File: src/rtl/gmii_tx_framer.sv
// rtl/gmii_tx_framer.sv - GMII transmit framer: preamble/SFD, pad, CRC-32 FCS, inter-frame gap
//
// Ports:
//   GTX_CLK, RESET           transmit clock, asynchronous active-high reset
//   S_DATA/S_VALID/S_READY   byte-stream source handshake
//   S_LAST, S_ERR            end-of-frame marker, corrupt-byte marker
//   TXD, TX_EN, TX_ER        registered GMII transmit pins
//   FRAME_DONE               pulse with the final byte of a completed frame
//   UNDERRUN                 pulse when a frame is aborted for source underrun
module gmii_tx_framer #(
   parameter int PREAMBLE_BYTES = 7,
   parameter int IFG_BYTES      = 12,
   parameter int MIN_FRAME      = 60,
   parameter int ENABLE_PAD     = 1,
   parameter int ENABLE_CRC     = 1
) (
   input  logic       GTX_CLK,
   input  logic       RESET,
   input  logic [7:0] S_DATA,
   input  logic       S_VALID,
   output logic       S_READY,
   input  logic       S_LAST,
   input  logic       S_ERR,
   output logic [7:0] TXD,
   output logic       TX_EN,
   output logic       TX_ER,
   output logic       FRAME_DONE,
   output logic       UNDERRUN
);

   typedef enum logic [2:0] {
      ST_IDLE,
      ST_PRE,
      ST_DATA,
      ST_DROP,
      ST_PAD,
      ST_FCS,
      ST_IFG
   } state_t;

   localparam logic [7:0]  PRE_LAST = 8'(PREAMBLE_BYTES);
   localparam logic [7:0]  IFG_LAST = 8'(IFG_BYTES - 1);
   localparam logic [11:0] MIN_W    = 12'(MIN_FRAME);

   state_t      state;
   logic [7:0]  step;       // preamble, FCS and gap cycle counter
   logic [10:0] byte_cnt;   // data + pad bytes sent, saturating
   logic [31:0] crc;

   logic [10:0] cnt_inc;
   logic        pad_needed;
   logic [31:0] fcs;
   logic [7:0]  fcs_byte;

   function automatic logic [31:0] crc_byte(input logic [31:0] c, input logic [7:0] d);
      logic [31:0] r;
      r = c ^ {24'd0, d};
      for (int i = 0; i < 8; i++) begin
         r = r[0] ? ((r >> 1) ^ 32'hEDB88320) : (r >> 1);
      end
      return r;
   endfunction

   assign cnt_inc = (byte_cnt == 11'd2047) ? byte_cnt : byte_cnt + 11'd1;
   // Written as (count + 1) <= MIN so MIN_FRAME = 0 is not a constant-false compare.
   assign pad_needed = (ENABLE_PAD != 0) && (({1'b0, cnt_inc} + 12'd1) <= MIN_W);
   assign fcs = ~crc;
   assign S_READY = (state == ST_DATA) || (state == ST_DROP);

   always_comb begin
      fcs_byte = fcs[7:0];
      case (step[1:0])
         2'd0: fcs_byte = fcs[7:0];
         2'd1: fcs_byte = fcs[15:8];
         2'd2: fcs_byte = fcs[23:16];
         2'd3: fcs_byte = fcs[31:24];
         default: fcs_byte = fcs[7:0];
      endcase
   end

   always_ff @(posedge GTX_CLK or posedge RESET) begin
      if (RESET) begin
         state      <= ST_IDLE;
         step       <= 8'd0;
         byte_cnt   <= 11'd0;
         crc        <= 32'd0;
         TXD        <= 8'h00;
         TX_EN      <= 1'b0;
         TX_ER      <= 1'b0;
         FRAME_DONE <= 1'b0;
         UNDERRUN   <= 1'b0;
      end else begin
         FRAME_DONE <= 1'b0;
         UNDERRUN   <= 1'b0;
         case (state)
            ST_IDLE: begin
               TXD      <= 8'h00;
               TX_EN    <= 1'b0;
               TX_ER    <= 1'b0;
               step     <= 8'd0;
               byte_cnt <= 11'd0;
               if (S_VALID) begin
                  state <= ST_PRE;
               end
            end
            ST_PRE: begin
               TX_EN <= 1'b1;
               TX_ER <= 1'b0;
               if (step == PRE_LAST) begin
                  TXD      <= 8'hD5;
                  crc      <= 32'hFFFFFFFF;
                  byte_cnt <= 11'd0;
                  state    <= ST_DATA;
               end else begin
                  TXD  <= 8'h55;
                  step <= step + 8'd1;
               end
            end
            ST_DATA: begin
               TX_EN <= 1'b1;
               if (S_VALID) begin
                  TXD      <= S_DATA;
                  TX_ER    <= S_ERR;
                  crc      <= crc_byte(crc, S_DATA);
                  byte_cnt <= cnt_inc;
                  if (S_LAST) begin
                     step <= 8'd0;
                     if (pad_needed) begin
                        state <= ST_PAD;
                     end else if (ENABLE_CRC != 0) begin
                        state <= ST_FCS;
                     end else begin
                        state      <= ST_IFG;
                        FRAME_DONE <= 1'b1;
                     end
                  end
               end else begin
                  // Source ran dry mid-frame: poison one byte, then swallow the rest.
                  TXD      <= 8'h00;
                  TX_ER    <= 1'b1;
                  UNDERRUN <= 1'b1;
                  state    <= ST_DROP;
               end
            end
            ST_DROP: begin
               TXD   <= 8'h00;
               TX_EN <= 1'b0;
               TX_ER <= 1'b0;
               if (S_VALID && S_LAST) begin
                  step  <= 8'd0;
                  state <= ST_IFG;
               end
            end
            ST_PAD: begin
               TXD      <= 8'h00;
               TX_EN    <= 1'b1;
               TX_ER    <= 1'b0;
               crc      <= crc_byte(crc, 8'h00);
               byte_cnt <= cnt_inc;
               if (!pad_needed) begin
                  step <= 8'd0;
                  if (ENABLE_CRC != 0) begin
                     state <= ST_FCS;
                  end else begin
                     state      <= ST_IFG;
                     FRAME_DONE <= 1'b1;
                  end
               end
            end
            ST_FCS: begin
               TXD   <= fcs_byte;
               TX_EN <= 1'b1;
               TX_ER <= 1'b0;
               if (step == 8'd3) begin
                  step       <= 8'd0;
                  FRAME_DONE <= 1'b1;
                  state      <= ST_IFG;
               end else begin
                  step <= step + 8'd1;
               end
            end
            ST_IFG: begin
               TXD   <= 8'h00;
               TX_EN <= 1'b0;
               TX_ER <= 1'b0;
               if (step == IFG_LAST) begin
                  step  <= 8'd0;
                  state <= ST_IDLE;
               end else begin
                  step <= step + 8'd1;
               end
            end
            default: begin
               state <= ST_IDLE;
            end
         endcase
      end
   end

endmodule

File: config.mk
export PLATFORM = sky130hd
export DESIGN_NAME = gmii_tx_framer
export DESIGN_NICKNAME = d
export VERILOG_FILES = /design/src/rtl/gmii_tx_framer.sv
export SDC_FILE = /design/constraint.sdc
export NUM_CORES = 1
export LEC_CHECK = 0
export CELL_PAD_IN_SITES_DETAIL_PLACEMENT = 0
export CELL_PAD_IN_SITES_GLOBAL_PLACEMENT = 1
export CORE_MARGIN = 1.5
export CORE_UTILIZATION = 35
export CTS_CLUSTER_DIAMETER = 50
export DETAILED_ROUTE_END_ITERATION = 8
export GPL_TIMING_DRIVEN = 1
export PLACE_DENSITY = 0.74
export SYNTH_ARGS = -nofsm -noshare
export SYNTH_HDL_FRONTEND = slang
export SYNTH_SLANG_ARGS = --single-unit
export TNS_END_PERCENT = 10
File: constraint.sdc
create_clock -name GTX_CLK -period 3.1 [get_ports GTX_CLK]
set_input_delay 0.465 -clock GTX_CLK [delete_from_list [all_inputs] [get_ports GTX_CLK]]
set_output_delay 0.465 -clock GTX_CLK [all_outputs]
set_load 0.01 [all_outputs]
* Yosys cells after proc, flatten, opt, wreduce, memory -nomap -nowiden
Index checks and enable logic that the tools add are counted.
** Operators by class
- Add/sub/neg operators :: 3
- Magnitude comparators :: 1
- Equal/unequal tests :: 23
- Muxes and demuxes :: 52
- Bitwise operators :: 18
- Reductions and logical operators :: 18
** Operators with widths (count)
- $mux 32 :: 18
- $not 13->14 :: 16
- $pmux 32 s3 :: 1
- $mux 8 :: 9
- $pmux 8 s4 :: 2
- $pmux 8 s7 :: 1
- $pmux 11 s4 :: 1
- $mux 11 :: 3
- $not 32->32 :: 1
- $xor 32x8->32 :: 1
- $mux 3 :: 8
- $pmux 3 s7 :: 1
- $ne 2x2->1 const B :: 8
- $add 11x1->12 const B :: 1
- $le 12x6->1 const B :: 1
- $add 11x1->11 const B :: 1
- $eq 11x11->1 const B :: 1
- $eq 3x3->1 const B :: 3
- $add 8x1->8 const B :: 1
- $eq 8x2->1 const B :: 1
- $eq 8x3->1 const B :: 1
- $eq 8x4->1 const B :: 1
- $reduce_bool 4->1 :: 2
- $reduce_or 4->1 :: 2
- 20 further kinds :: 30
** Storage, ports and cells
- Bits in registers :: 66
- Bits of input ports :: 13
- Output and inout bits :: 13
- Word-level logic and storage cells :: 124

* Logic depth before layout (Yosys ltp)
Gate-level depths: netlist (run 1).
- Depth in word-level cells :: 19
- Mapped depth :: 9
- Gate-level depth less buffers :: 8

* Least setup slack after synthesis (run 1)
Ideal clock, no wire load.
- Path kind :: flip-flop to flip-flop
- Start :: register byte_cnt[0]
- End :: register step[0]
- Setup time :: 0.125 ns
- Arrival time :: 2.206 ns
- Data required time :: 2.975 ns
- Slack :: 0.769 ns
- Stages on the path, launching flop included :: 8
- Path buffers :: 0
- Period minus slack after synthesis :: 2.331 ns
- Cells stage by stage :: dfrtp_1 -> ha_1 -> nand2_1 -> or4_4 -> a221oi_4 -> nand3_4 -> o21ai_4 -> mux2_4
** On the way
- Word-level cells in the longest chain between the ends :: 6
- Elaborated cells on any way between the ends :: 7
- Those cells by class :: add/sub (2); order compare (1); eq/ne (2); mux (1); reduce/logical (1)
** Ends and longest elaborated chain
- from (decl) :: RTL line 47 : logic [10:0] byte_cnt;
- from (signal assigned) :: RTL line 125 : byte_cnt <= cnt_inc;
- from (signal assigned) :: RTL line 159 : byte_cnt <= cnt_inc;
- $add 11x1->11 or $eq 11x11->1 (tied branches) :: RTL line 64 : assign cnt_inc = (byte_cnt == 11'd2047) ? byte_cnt : byte_cnt + 11'd1;
- $mux 11 * :: RTL line 64
- $add 11x1->12 * :: RTL line 66 : assign pad_needed = (ENABLE_PAD != 0) && (({1'b0, cnt_inc} + 12'd1) <= MIN_W);
- $le 12x6->1 * :: RTL line 66
- $ne 2x2->1 (no line) *
- $reduce_and 6->1 (no line) *
- to (signal assigned) :: RTL line 116 : step <= step + 8'd1;
- to (signal assigned) :: RTL line 179 : step <= step + 8'd1;
- to (signal assigned) :: RTL line 190 : step <= step + 8'd1;
- to (decl) :: RTL line 46 : logic [7:0] step;
Mark *: on every way between the ends. The rest lies on a longest branch, timed or not.
A chain may end at the register's enable or synchronous reset.

* Worst setup path in the final report (run 1)
- Start :: register step[4]
- End :: register step[7]
** On the way
- Word-level cells in the longest chain between the ends :: 3
- Elaborated cells on any way between the ends :: 10
- Those cells by class :: add/sub (1); eq/ne (4); mux (4); reduce/logical (1)
** Ends and longest elaborated chain
- $add 8x1->8, or another cell as far along :: RTL line 116, 179, 190
- $mux 8, or another cell as far along :: RTL line 186 : if (step == IFG_LAST) begin
- $pmux 8 s7 or $reduce_and 6->1 (tied branches)
Parallel ways exist; a longest one is shown, timed or not. The select of a mux whose other input is x is not followed.

==> results_dict.tcl, run 1 <==
set metrics [dict create \
    critical_path.top_delay_family "simple AND/OR/NAND/NOR gates" \
    die_w_um 124.6 \
    post_cts_resized 0 \
    crit_chain "or4_4 > nor3_1 > a21oi_1 > a31oi_2 > and3b_1 > a211o_2" \
    insertion_delay_ns 0.34 \
    die_area_um2 15530 \
    numCtsBuffers 9 \
    insertedDiodeCount 0 \
    clk_pin_slew_worst_paths_ns 0.06 \
    yosys.area_share.adder_pct 1.208 \
    netlist_instances 572 \
    antenna_found_initial 0 \
    synth_compound_area_share_pct 20.64 \
    die_y_um 124.6 \
    finalNetCount 611 \
    grt-ovfl-total 0 \
    max_freq_ghz 0.3790 \
    track_usage_pct 19.84 \
    synth_common_cells "xnor2_1, nor2_1, dfrtp_1" \
    hold_path_class "register to register" \
    grt_pass1_vias 4283 \
    ys_top_cells_by_area "dfrtp_1, xnor2_1, xor2_1" \
    cts_num_sinks 66 \
    cp.required_ns 3.33 \
    status "complete, no violations" \
    post-route-period-util_pct 85.11 \
    max_stage_delay_ns 0.57 \
    final-setup-viol-count 0 \
    slew_viol_final 0 \
    initial_core_util_pct 35.76 \
    fin_crit_ns 2.638 \
    dr.pass1.iters 5 \
    crit_type "register to register" \
    yosysTopAreaCellShare_pct 31.90 \
    yosysWarnings 0 \
    synthXorXnorAreaFrac_pct 25.47 \
    ctsHoldBuffers 0 \
    cp_num_buf_inv 0 \
    post-route-drc-count 0 \
    syn_to_final_growth_pct 15.49 \
    setup.worst_path.start_class "register" \
    synth_top_cell_by_area "dfrtp_1" \
    fin_skew_ns 0.009498 \
    drive_gt1_share_pct 11.71 \
    synthMuxAreaShare_pct 1.474 \
    fin_setup_tns_ns 0 \
    pin_count 26 \
    ys.flop_type "dfrtp_1" \
    yosysMostFrequentCell "xnor2_1" \
    htree_levels 3 \
    synth_edf_count 0 \
    maxSlewHeadroom_pct 51.38 \
    synth_area_um2 5177 \
    drt-initial-drc-count 288 \
    yosys.area_share.simple_pct 14.26 \
    wl_um 14990 \
    synth_area_per_cell_um2 9.052 \
    clockBufferDepth 2 \
    portBuffers 25 \
    async_flop_share_pct 100.0 \
    cts-root-buf "clkbuf_16" \
    dp_hpwl_um 10420 \
    cp-end-kind "register" \
    finalHoldViolations 0 \
    core_um2 14480 \
    critPathSlowestCell "or4_4" \
    seq_area_frac_synth_pct 31.90 \
    postCtsSetupBuffers 0 \
    cap_violations 0 \
    gp_congestion 0.9260 \
    wl_per_cell_um 19.16 \
    final_antenna_net_count 0 \
    row_count 44 \
    grt_pass1_wl_um 24290 \
    nFillCells 1426 \
    worst_slew_pin_slew_ns 0.7266 \
    grt_max_degree 41 \
    worst_ep_arrival_time_ns 2.86 \
    vias_per_cell 5.523 \
    critPathMaxFanout 13 \
    netlist-cell-type-count 66 \
    grt_setup_unrepaired "false" \
    num_vias 4319 \
    cts_tree "yes" \
    ys_seq_elements 66 \
    synth_top_family_by_area "XOR/XNOR gates" \
    synthesis.nets 590 \
]
## stage by stage
stage | instances | setup WS, ns | area (um2) | util, % | hold WS, ns
2_1_floorplan | 572 | 0.7689 | 5177 | - | 0.5022
3_3_place_gp | 766 | 0.3717 | 5649 | 39.02 | 0.4717
3_5_place_dp | 766 | 0.3661 | 5649 | 39.02 | 0.4715
4_1_cts | 782 | 0.4727 | 5979 | 41.30 | 0.4925
5_1_grt | 782 | 0.3298 | 5979 | 41.30 | 0.5224
6_report | 782 | 0.4616 | 5979 | 41.30 | 0.4976
## tightest hold or removal path, stage by stage, from the launching register on
cell     delay [ns]
dfrtp_1        0.36
nand2_1        0.06
nand2_1        0.05
## metal layers
metal  GRT usage, %  routed length [um]  up-vias
met4          6.897                 386        0
met3          3.136                1032       32
met2          30.77                6808      156
met1          28.07                6759     2086
met5              0                   0        -
li1               -                   -     2045
## path summary, 6_finish.rpt
path                            cells after the start     endpoint  slack (ns)     from
worst max-delay path                                6      step[7]        0.46  step[4]
worst min-delay path                                2        TX_ER        0.50    TX_ER
worst max register to register                      6      step[7]        0.46  step[4]
worst min register to register                      2        TX_ER        0.50    TX_ER
max in group asynchronous                           3       TXD[5]        1.89    RESET
min in group asynchronous                           2  byte_cnt[3]        0.55    RESET
## flip-flops by register name (all words and copies together) (netlist names)
name / count
TX_EN: 1
UNDERRUN: 1
step: 8
state: 3
TXD: 8
crc: 32
TX_ER: 1
byte_cnt: 11
FRAME_DONE: 1
## logic make-up after synthesis
| logic type | count (synthesis) |
|---|---|
| muxes | 7 |
| buffers and inverters | 55 |
| and+or+nand+nor | 158 |
| adders and majority gates | 5 |
| xor gates and xnor gates | 135 |
| DFF | 66 |
| AOI/OAI and AO/OA | 146 |
## layout by cell type (no fill, tap or decap), types with 6 or more instances in the layout
master and n:
nand2_1 36, a221oi_1 19, o21ai_0 23, o22ai_1 6, a21oi_1 30, xor2_1 39
a21o_1 8, buf_4 23, o21a_1 7, o221ai_1 15, clkbuf_16 9, nor3_1 6
o211ai_1 6, nor2_1 74, inv_1 14, xnor2_1 84, nand2b_1 8, dfrtp_1 66
nand3_1 9, clkdlybuf4s50_1 25
## layout make-up
cell class | instances | area (um2) | area share [%]
clock inverter | 4 | 73.82 | 1.235
tap | 184 | 230.2 | 3.850
inverter | 16 | 60.06 | 1.004
clock buffer | 12 | 256.5 | 4.290
timing repair buffer | 49 | 442.9 | 7.407
sequential | 66 | 1652 | 27.62
multi-input combinational | 451 | 3264 | 54.59
Power of run 1 is not shown: default switching activity piles up to over one toggle a cycle in this logic, so the estimate is an artifact.
==> inputs of run 2 (changes only) <==
--- a/config.mk
+++ b/config.mk
@@ -5,6 +5,7 @@
 export SDC_FILE = /design/constraint.sdc
 export NUM_CORES = 1
 export LEC_CHECK = 0
+export ABC_AREA = 1
 export CELL_PAD_IN_SITES_DETAIL_PLACEMENT = 0
 export CELL_PAD_IN_SITES_GLOBAL_PLACEMENT = 1
 export CORE_MARGIN = 1.5
@@ -12,7 +13,7 @@
 export CTS_CLUSTER_DIAMETER = 50
 export DETAILED_ROUTE_END_ITERATION = 8
 export GPL_TIMING_DRIVEN = 1
-export PLACE_DENSITY = 0.74
+export PLACE_DENSITY = 0.77
 export SYNTH_ARGS = -nofsm -noshare
 export SYNTH_HDL_FRONTEND = slang
 export SYNTH_SLANG_ARGS = --single-unit
==> results_dict.tcl, run 2 <==
set metrics [dict create \
    status "complete, no violations" \
    yosysWarnings 0 \
    yosysTopAreaCellShare_pct 28.36 \
    track_usage_pct 23.35 \
    numCtsBuffers 9 \
    worst_slew_pin_slew_ns 0.8158 \
    post_cts_resized 0 \
    hold_slack_ns 0.4712 \
    grt_pass1_wl_um 31400 \
    design_area_um2 6609 \
    ctsHoldBuffers 0 \
    synth_area_per_cell_um2 6.574 \
    wl_per_cell_um 17.46 \
    finalNetCount 929 \
    synth_common_cells "nand2_1, inv_1, nand3_1" \
    postCtsSetupBuffers 0 \
    cp-end-kind "register" \
    num_vias 5909 \
    die_area_um2 17420 \
    final-setup-viol-count 0 \
    largest_registers "crc x32, byte_cnt x11" \
    post-route-period-util_pct 79.15 \
    rr_startpoint "step[0]" \
    grt_pass1_vias 5505 \
    portBuffers 25 \
    crit_type "register to register" \
    startpoint "step[0]" \
    r2r_end "crc[29]" \
    fin_ws_ns 0.6463 \
    grt-ovfl-total 0 \
    insertedDiodeCount 0 \
    row_count 46 \
    reg2reg_slack_ns 0.65 \
    clockBufferDepth 2 \
    fin_setup_tns_ns 0 \
    gp_congestion 0.9620 \
    setup.worst_path.start_class "register" \
    synthesis.nets 904 \
    grt_setup_unrepaired "false" \
    hold_start "step[4]" \
    finalHoldViolations 0 \
    cts-root-buf "clkbuf_16" \
    wl_um 19770 \
    synth_area_um2 5824 \
    final_core_utilization_pct 41.16 \
    seq_area_frac_synth_pct 28.36 \
    p_per_area_nw_per_um2 1280 \
    pin_count 26 \
    cap_violations 0 \
    yosysMostFrequentCell "nand2_1" \
    cts_tree "yes" \
    reg2reg_depth 8 \
    final_cell_mix "nand2_1, inv_1, nand3_1" \
    stdcell_count 1132 \
    ys_top_cells_by_area "dfrtp_1, nand2_1, nand3_1" \
    post-route-drc-count 0 \
    vias_per_cell 5.220 \
    ir_drop_uv 517.1 \
    netlist-cell-type-count 47 \
    max_freq_ghz 0.4076 \
    p_total_mw 8.459 \
    largest_register_ffs 32 \
    final_common_cell "nand2_1" \
    ys_seq_elements 66 \
    critPathMaxFanout 19 \
    drt-initial-drc-count 442 \
    insertion_delay_ns 0.36 \
    final_antenna_net_count 0 \
    netlist_instances 886 \
    core_um2 16060 \
    clk_pin_slew_worst_paths_ns 0.06 \
    leakagePower_nw 3.176 \
    drive_gt1_share_pct 8.515 \
    maxSlewHeadroom_pct 45.43 \
    die_y_um 132 \
    pre_cts_ws_ns 0.6089 \
    die_w_um 132 \
    initial_core_util_pct 36.27 \
    fin_skew_ns 0.008783 \
    dr.pass1.iters 5 \
    cts_num_sinks 66 \
    syn_to_final_growth_pct 13.47 \
    worst_ep_arrival_time_ns 2.68 \
    fin_crit_ns 2.454 \
    dpl-instance-area_um2 6304 \
    synth_edf_count 0 \
    dp_cells 1116 \
    grt_max_degree 34 \
    htree_levels 3 \
    regMostFlops "crc" \
    synth_top_cell_by_area "dfrtp_1" \
    endpoint "crc[29]" \
    slew_viol_final 0 \
    dp_hpwl_um 14700 \
    async_flop_share_pct 100.0 \
    ys.flop_type "dfrtp_1" \
    cp.required_ns 3.32 \
    antenna_found_initial 0 \
    hold_path_class "register to register" \
]
-- run 2: cell count changes in the layout (fill, tap and decap cells not counted), moves of 9 or more --
cell	previous run	this run
a21oi_1	30	44
a221oi_1	19	1
buf_4	23	14
inv_1	14	86
inv_2	1	10
nand2_1	36	282
nand2_2	0	12
nand3_1	9	76
o21ai_0	23	51
o221ai_1	15	6
xnor2_1	84	21
-- run 2: cells by family after synthesis --
| group | share of synthesized area [%] |
|---|---|
| and+or+nand+nor | 34.95 |
| xor gates and xnor gates | 10.98 |
| AOI/OAI and AO/OA | 15.49 |
| buffers and inverters | 9.151 |
| DFF | 28.36 |
| adders and majority gates | 1.074 |
-- run 2: metal layers --
metal	part of all wire (%)	track usage, %
met5	0	0
met4	3.9	10.56
met3	7.1	4.344
met2	45	36.71
met1	44	31.11
-- run 2: layout make-up --
class	count	area [um2]
fill	1725	9449
multi-input combinational	697	3640
sequential	66	1652
timing repair buffer	40	375.4
inverter	97	366.6
tap	216	270.3
clock buffer	10	239.0
clock inverter	6	66.31
-- run 2: how the worst min path moves through the flow --
stage | to | depth (start not counted)
2_1_floorplan | step[4] | 2
3_3_place_gp | step[4] | 2
3_5_place_dp | step[4] | 2
4_1_cts | step[4] | 2
5_1_grt | step[4] | 2
6_report | step[4] | 2
-- run 2: power breakdown --
group / internal [mW] / switching, mW / total, mW
sequential: 1.19 / 0.508 / 1.70
clock: 0.645 / 0.429 / 1.07
combinational: 1.95 / 3.74 / 5.68
-- run 2: critical path: stages (launching register included) --
cell	delay (ns)
dfrtp_1	0.48
ha_1	0.37
nand3_1	0.20
o21ai_2	0.25
nand2_4	0.14
nor2_8	0.30
inv_4	0.16
a31oi_1	0.30
a21oi_1	0.11
Note: power is estimated with default switching activity, not from simulation.
